--- src/rtl/uart_led_pkg.sv ---
// Shared types and constants for the LED PIO scheduler.
//   state_e        scheduler FSM states
//   LED_W          width of the LED field in the PIO data word
//   PIO_DATA_ADDR  PIO data register address
package uart_led_pkg;

  localparam int         LED_W         = 3;
  localparam logic [1:0] PIO_DATA_ADDR = 2'd0;

  typedef enum logic [2:0] {
    SYNC,
    IDLE,
    WRITE,
    READ,
    CHECK
  } state_e;

endpackage

--- src/rtl/uart_led_stretch.sv ---
// Activity pulse stretcher: a 1-cycle pulse holds active_o high for STRETCH
// cycles. A pulse during an active stretch restarts it, and a pulse arriving
// on the expiry cycle takes priority over the expiry.
// Ports:
//   clk       system clock
//   reset     synchronous, active-high reset
//   pulse_i   1-cycle activity pulse
//   active_o  high while the stretch count is non-zero
module uart_led_stretch
  import uart_led_pkg::*;
#(
  parameter int STRETCH = 2500000
) (
  input  logic clk,
  input  logic reset,
  input  logic pulse_i,
  output logic active_o
);

  localparam int                CNT_W = $clog2(STRETCH + 1);
  localparam logic [CNT_W-1:0]  LOAD  = CNT_W'(STRETCH);

  logic [CNT_W-1:0] cnt_q, cnt_d;

  always_comb begin
    cnt_d = cnt_q;
    if (pulse_i) begin
      cnt_d = LOAD;
    end else if (cnt_q != '0) begin
      cnt_d = cnt_q - CNT_W'(1);
    end
  end

  always_ff @(posedge clk) begin
    if (reset) begin
      cnt_q <= '0;
    end else begin
      cnt_q <= cnt_d;
    end
  end

  assign active_o = (cnt_q != '0);

endmodule

--- src/rtl/uart_led_scheduler.sv ---
// Avalon-MM master owning the 3-bit LED PIO. The LED value is composed from a
// heartbeat and stretched RX/TX activity, or replaced by a host manual value.
// The PIO is written only when the composed value differs from the last value
// written, plus once after reset.
// Optional build macro: UART_LED_SCHED_READBACK_EN adds a read-back after each
// write and a sticky err flag on mismatch; otherwise err is 0 and pio_readdata
// is ignored.
// Ports:
//   clk, reset        system clock, synchronous active-high reset
//   rx_pulse/tx_pulse 1-cycle activity pulses
//   req_valid/ready   host override handshake (ready only in IDLE)
//   req_manual/value  1 = hold value, 0 = back to auto
//   pio_*             Avalon-MM master towards the PIO slave s1
//   led_state         last value written to the PIO
//   err               sticky read-back mismatch flag
//
// state | meaning
// SYNC  | after reset; unconditionally rewrites the PIO
// IDLE  | waiting for composed value to differ from led_state
// WRITE | single-cycle write strobe with the snapshot value
// READ  | single-cycle read of the PIO (read-back builds only)
// CHECK | compare read data with led_state (read-back builds only)
module uart_led_scheduler
  import uart_led_pkg::*;
#(
  parameter int HB_DIV  = 25000000,
  parameter int STRETCH = 2500000
) (
  input  logic             clk,
  input  logic             reset,
  input  logic             rx_pulse,
  input  logic             tx_pulse,
  input  logic             req_valid,
  output logic             req_ready,
  input  logic             req_manual,
  input  logic [LED_W-1:0] req_value,
  output logic [1:0]       pio_address,
  output logic             pio_chipselect,
  output logic             pio_write_n,
  output logic [31:0]      pio_writedata,
  input  logic [31:0]      pio_readdata,
  output logic [LED_W-1:0] led_state,
  output logic             err
);

  localparam int               HB_W    = $clog2(HB_DIV);
  localparam logic [HB_W-1:0]  HB_LAST = HB_W'(HB_DIV - 1);

  logic [HB_W-1:0]  hb_cnt_q, hb_cnt_d;
  logic             hb_q, hb_d;
  logic             rx_act, tx_act;
  logic             manual_q;
  logic [LED_W-1:0] man_val_q;
  logic [LED_W-1:0] composed;

  state_e           state_q;
  logic             cs_q, write_n_q, ready_q, err_q;
  logic [LED_W-1:0] wdata_q, led_q;

  always_comb begin
    hb_cnt_d = (hb_cnt_q == HB_LAST) ? '0 : hb_cnt_q + HB_W'(1);
    hb_d     = hb_q ^ (hb_cnt_q == HB_LAST);
  end

  always_ff @(posedge clk) begin
    if (reset) begin
      hb_cnt_q <= '0;
      hb_q     <= 1'b0;
    end else begin
      hb_cnt_q <= hb_cnt_d;
      hb_q     <= hb_d;
    end
  end

  uart_led_stretch #(.STRETCH(STRETCH)) u_rx_stretch (
    .clk      (clk),
    .reset    (reset),
    .pulse_i  (rx_pulse),
    .active_o (rx_act)
  );

  uart_led_stretch #(.STRETCH(STRETCH)) u_tx_stretch (
    .clk      (clk),
    .reset    (reset),
    .pulse_i  (tx_pulse),
    .active_o (tx_act)
  );

  // ready_q is high exactly in IDLE, so this is the valid&&ready transfer.
  always_ff @(posedge clk) begin
    if (reset) begin
      manual_q  <= 1'b0;
      man_val_q <= '0;
    end else if (req_valid && ready_q) begin
      manual_q  <= req_manual;
      man_val_q <= req_value;
    end
  end

  assign composed = manual_q ? man_val_q : {tx_act, rx_act, hb_q};

  always_ff @(posedge clk) begin
    if (reset) begin
      state_q   <= SYNC;
      cs_q      <= 1'b0;
      write_n_q <= 1'b1;
      wdata_q   <= '0;
      led_q     <= '0;
      ready_q   <= 1'b0;
    end else begin
      case (state_q)
        SYNC: begin
          state_q   <= WRITE;
          cs_q      <= 1'b1;
          write_n_q <= 1'b0;
          wdata_q   <= composed;
          ready_q   <= 1'b0;
        end
        IDLE: begin
          if (composed != led_q) begin
            state_q   <= WRITE;
            cs_q      <= 1'b1;
            write_n_q <= 1'b0;
            wdata_q   <= composed;
            ready_q   <= 1'b0;
          end
        end
        WRITE: begin
          write_n_q <= 1'b1;
          led_q     <= wdata_q;
`ifdef UART_LED_SCHED_READBACK_EN
          state_q   <= READ;
          cs_q      <= 1'b1;
`else
          state_q   <= IDLE;
          cs_q      <= 1'b0;
          ready_q   <= 1'b1;
`endif
        end
`ifdef UART_LED_SCHED_READBACK_EN
        READ: begin
          state_q <= CHECK;
          cs_q    <= 1'b0;
        end
        CHECK: begin
          state_q <= IDLE;
          ready_q <= 1'b1;
        end
`endif
        default: begin
          state_q   <= SYNC;
          cs_q      <= 1'b0;
          write_n_q <= 1'b1;
          ready_q   <= 1'b0;
        end
      endcase
    end
  end

`ifdef UART_LED_SCHED_READBACK_EN
  logic [LED_W-1:0] rdata_q;
  logic             unused_rd_hi;

  assign unused_rd_hi = ^pio_readdata[31:LED_W];

  // Read data is registered at the end of READ and compared in CHECK.
  always_ff @(posedge clk) begin
    if (reset) begin
      rdata_q <= '0;
      err_q   <= 1'b0;
    end else begin
      if (state_q == READ) begin
        rdata_q <= pio_readdata[LED_W-1:0];
      end
      if ((state_q == CHECK) && (rdata_q != led_q)) begin
        err_q <= 1'b1;
      end
    end
  end
`else
  logic unused_rd;

  assign unused_rd = ^pio_readdata;
  assign err_q     = 1'b0;
`endif

  assign req_ready      = ready_q;
  assign pio_address    = PIO_DATA_ADDR;
  assign pio_chipselect = cs_q;
  assign pio_write_n    = write_n_q;
  assign pio_writedata  = {{(32 - LED_W){1'b0}}, wdata_q};
  assign led_state      = led_q;
  assign err            = err_q;

endmodule

--- config.mk ---
export PLATFORM = sky130hd
export DESIGN_NAME = uart_led_scheduler
export DESIGN_NICKNAME = d
export VERILOG_FILES = /design/src/rtl/uart_led_pkg.sv /design/src/rtl/uart_led_stretch.sv /design/src/rtl/uart_led_scheduler.sv
export SDC_FILE = /design/constraint.sdc
export NUM_CORES = 1
export LEC_CHECK = 0
export CORE_UTILIZATION = 47
export DETAILED_ROUTE_END_ITERATION = 10
export PLACE_DENSITY = 0.77
export SYNTH_ARGS = -nofsm -noshare
export SYNTH_HDL_FRONTEND = slang
export SYNTH_SLANG_ARGS = --single-unit
--- constraint.sdc ---
create_clock -name clk -period 2.7 [get_ports clk]
set_clock_uncertainty 0.15 [all_clocks]
set_input_delay 0.81 -clock clk [delete_from_list [all_inputs] [get_ports clk]]
set_output_delay 0.81 -clock clk [all_outputs]
set_load 0.01 [all_outputs]
After elaboration in Yosys (flattened, before gate mapping) --
Cells that the tools add are included.
Cells by class: mux-type cells 14, reduce and logical (&&, ||, !) cells 11, equal/unequal tests 5, bitwise logic cells 1, add/sub/neg operators 3
Operators with widths (count):
- $mux W22 | 4
- $reduce_bool A22 Y1 | 2
- $sub A22 B1 Y22 const B | 2
- $add A25 B1 Y25 const B | 1
- $eq A25 B25 Y1 const B | 1
- $mux W3 | 3
- $pmux W3 S3 | 1
- $pmux W1 S2 | 3
- $pmux W3 S2 | 1
- $reduce_bool A2 Y1 | 3
- $reduce_or A2 Y1 | 3
- $eq A3 B1 Y1 const B | 1
- $eq A3 B2 Y1 const B | 1
- $logic_not A3 Y1 | 1
- $ne A3 B3 Y1 | 1
- $mux W1 | 2
- $ne A2 B2 Y1 const B | 1
- $reduce_and A2 Y1 | 1
- $logic_and A1 B1 Y1 | 1
- $xor A1 B1 Y1 | 1
Word-level totals: output and inout bits 41, register bits 86

Depth between registers and ports, before layout --
word-level depth 5, gate-level depth with buffers 9

Cells and area by module --
Synthesis repeated with hierarchy kept, for this count alone.
Second synthesis, totals: cells, all modules 486, area total of the unflattened synthesis 4214.0 um2
Modules (own cells, without submodules):
- uart_led_stretch | instances 2, area an instance 1081.0 um2, cells an instance 127
- uart_led_scheduler | instances 1, area an instance 2052.0 um2, cells an instance 232

Worst setup path after synthesis --
OpenSTA, ideal clock, no wires.
path type reg-to-reg, start point register u_rx_stretch.cnt_q[0], end point register wdata_q[2], cell stages (with the launch flop) 10, data required time 2.475 ns, setup slack -0.198 ns, data arrival time 2.673 ns, clock period less this slack 2.898 ns, cell sequence dfxtp_1 -> inv_1 -> ha_1 -> or3b_2 -> clkbuf_1 -> or4_4 -> o31a_1 -> mux2i_4 -> or3b_2 -> a31oi_1
Between the ends: cells in the longest elaborated chain, start to end 5
Ends and longest elaborated chain:
- from (decl) | RTL line uart_led_stretch.sv:23 | logic [CNT_W-1:0] cnt_q, cnt_d;
- from (signal assigned) | RTL line uart_led_stretch.sv:38 | cnt_q <= cnt_d;
- $reduce_bool A22 Y1 | RTL line uart_led_stretch.sv:42 | assign active_o = (cnt_q != '0);
- $mux W3 | RTL line uart_led_scheduler.sv:100 | assign composed = manual_q ? man_val_q : {tx_act, rx_act, hb_q};
- $ne A3 B3 Y1 | RTL line uart_led_scheduler.sv:120 | if (composed != led_q) begin
- $ne A2 B2 Y1 (no source line)
- $reduce_and A2 Y1 (no source line)
- to (signal assigned) | RTL line uart_led_scheduler.sv:116 | wdata_q <= composed;
- to (signal assigned) | RTL line uart_led_scheduler.sv:124 | wdata_q <= composed;
- to (decl) | RTL line uart_led_scheduler.sv:58 | logic [LED_W-1:0] wdata_q, led_q;
Every way passes these cells. A chain may end at the register's enable or synchronous reset.

Final worst setup path --
start point register u_rx_stretch.cnt_q[17], end point register wdata_q[2]
Same word-level chain as after synthesis.

==> results_dict.tcl <==
set metrics [dict create \
    outcome "complete, no violations" \
    syn_area_um2 4119 \
    synth_top_area_cell "dfxtp_1" \
    dp_cells 604 \
    area_growth_pct 13.06 \
    synth.top_cells.by_area "dfxtp_1 41%, xor2_1 7.4%, nor2_1 6.7%" \
    ctsRootBufferMaster "clkbuf_8" \
    rsz0062_at_grt "yes" \
    postSynthCellCount 481 \
    ir_drop_mv 0.3973 \
    cts_buffers 9 \
    fp.dieArea_um2 9142 \
    dp_slack_ns -0.01980 \
    final_max_slew_viol_count 0 \
    grt-ovfl-total 0 \
    wire_per_inst_um 12.43 \
    p_per_area_nw_per_um2 615.8 \
    synth_warnings 0 \
    fp.dieW_um 95.62 \
    synth_edf_count 0 \
    grt_pass1_vias 2872 \
    synth_seq_area_share_pct 40.83 \
    hpwl_mm 5.619 \
    yosys.cell_types.count 50 \
    syn_avg_cell_area_um2 8.563 \
    crit_path_end_kind "register" \
    required_ns 2.84 \
    nets 556 \
    post-route-drc-count 0 \
    die_h_um 95.62 \
    p_leak_uw 0.001759 \
    tightestPinTransition_ns 0.6079 \
    critPathLaunchType "register" \
    diodes 0 \
    clock-sinks 84 \
    dr_total_vias 3248 \
    ios 82 \
    fmaxAchievable_mhz 374.1 \
    cts_buffer_depth 2 \
    firstDrtPassIters 7 \
    core_um2 8341 \
    cts_tree "done" \
    synth_seq_cells 84 \
    start_util_pct 49.38 \
    multi_input_area_um2 2240 \
    drt-initial-drc-count 146 \
    grt_usage_pct 18.05 \
    clock_latency_ns 0.36 \
    hold_class "reg2reg" \
    crit_arrival_ns 2.81 \
    setup_slack_ns 0.02680 \
    grt_pass1_wl_mm 12.72 \
    clkTransAtPathRegs_ns 0.08 \
    regArea_um2 1687 \
    ys.flop_type "dfxtp_1" \
    fin_crit_sh_pct 99.01 \
    hold_start "man_val_q[1]" \
    via_per_inst 5.239 \
    synth.most_common_cell "dfxtp_1" \
    crit_type "reg2reg" \
    drive_gt1_share_pct 12.43 \
    path_max_fanout 6 \
    synth_top_area_share_pct 40.83 \
    fin_crit_ns 2.673 \
    timing.hold.ws_ns 0.3042 \
    ant_nets 0 \
    place_congestion 0.8638 \
    row_count 33 \
    yosys-top-cells-count "84 x dfxtp_1, 73 x nor2_1, 35 x xor2_1" \
    layout.cells.non_filler 620 \
    hold_violations 0 \
    worst_r2r_path_depth 6 \
    finalWirelength_mm 7.706 \
    place.port_buffers 17 \
    nFillCells 750 \
    synthArstFlopShare_pct 0 \
    r2r_start "u_rx_stretch.cnt_q[17]" \
    setup_viol 0 \
    max-slew-margin-rel_pct 59.10 \
    cap_viol_max_count 0 \
    grt_antenna_before_repair 0 \
    holdPathStages 2 \
    grt_max_degree 26 \
    crit_start "u_rx_stretch.cnt_q[17]" \
    finalPower_uw 2868 \
    htree_levels 3 \
]
==> power breakdown <==
group	internal, µW	total [µW]	switching [µW]
Sequential	1300	1370	68.9
Clock	593	1030	434
Combinational	219	471	251
==> repair_timing <==
item / in CTS / in global routing
gates resized for setup: 0 / 6
hold buffers: 0 / 0
setup endpoints to repair: 1 / 5
pin swaps: 2 / 3
buffers inserted: 0 / 1
gates cloned: 0 / 0
==> worst max-delay path: stages, from the launching register on <==
cell     delay [ns]
dfxtp_2        0.32
or4_4          0.53
or4_4          0.54
o31a_1         0.32
mux2i_4        0.24
or3b_4         0.38
a31oi_1        0.13
==> final timing paths <==
kind | to | slack [ns]
min reg2reg | man_val_q[1] | 0.30
min | man_val_q[1] | 0.30
max | wdata_q[2] | 0.03
max reg2reg | wdata_q[2] | 0.03
==> routing by layer <==
layer  global-route usage (%)  vias to the layer above  wire length [µm]
met5                        0                        -                 0
met3                    5.582                        7               283
met1                    20.94                     1535              3525
li1                         -                     1648                 -
met4                    5.597                        0                86
met2                    31.61                       58              3810
==> cells in the final DEF (no fill, tap or decap), types with 3 or more instances in the layout <==
master	Yosys	layout
a21oi_1	25	25
a31oi_1	3	3
and3_1	4	4
and4_1	3	3
buf_4	32	20
clkbuf_8	0	12
clkdlybuf4s50_1	0	17
conb_1	1	32
dfxtp_1	84	80
dfxtp_2	0	4
ha_1	4	3
inv_1	12	10
mux2i_1	5	5
nand2_1	22	22
nand2b_1	9	9
nand3_1	25	25
nand3b_1	4	4
nand4_1	7	7
nor2_1	73	73
nor3_1	23	23
nor4_1	13	12
o21ai_0	4	4
or2_2	4	4
or3_1	8	8
or4_1	7	6
or4_4	3	4
xnor2_1	23	23
xor2_1	35	35
==> sequential cells by signal (all words and copies together) (netlist names), 2 cells and up <==
register / flops
hb_cnt_q: 25
led_state: 3
man_val_q: 3
state_q: 2
u_rx_stretch.cnt_q: 22
u_tx_stretch.cnt_q: 22
wdata_q: 3
==> cell type report <==
cell class	instances	share of cell area [%]
clock buffer	12	3.546
clock inverter	3	1.478
inverter	12	0.9672
multi-input combinational	367	48.09
sequential	84	36.22
tap	105	2.821
timing repair buffer	37	6.878
==> cells by family (layout without fill, tap and decap cells) <==
| family | after synthesis | count (layout) | synth area share (%) |
|---|---|---|---|
| adders and majority gates | 4 | 4 | 1.215 |
| AOI/OAI and AO/OA | 51 | 51 | 7.837 |
| xor gates and xnor gates | 58 | 58 | 12.33 |
| DFF | 84 | 84 | 40.83 |
| muxes | 7 | 7 | 2.035 |
| and+or+nand+nor | 215 | 215 | 27.19 |
| other | 1 | 32 | 0.09104 |
| buffers and inverters | 61 | 64 | 8.475 |
==> through the flow <==
| stage | util (%) | instance area [µm²] | TNS (ns) |
|---|---|---|---|
| CTS | 55.49 | 4628 | 0 |
| finish | 55.84 | 4657 | 0 |
| global route | 55.84 | 4657 | -0.01860 |
| floorplan | - | 4264 | -0.02697 |
| global placement | 52.69 | 4394 | 0 |
| detailed placement | 52.69 | 4394 | -0.01980 |
No activity file was read; power rests on OpenSTA's default activity.
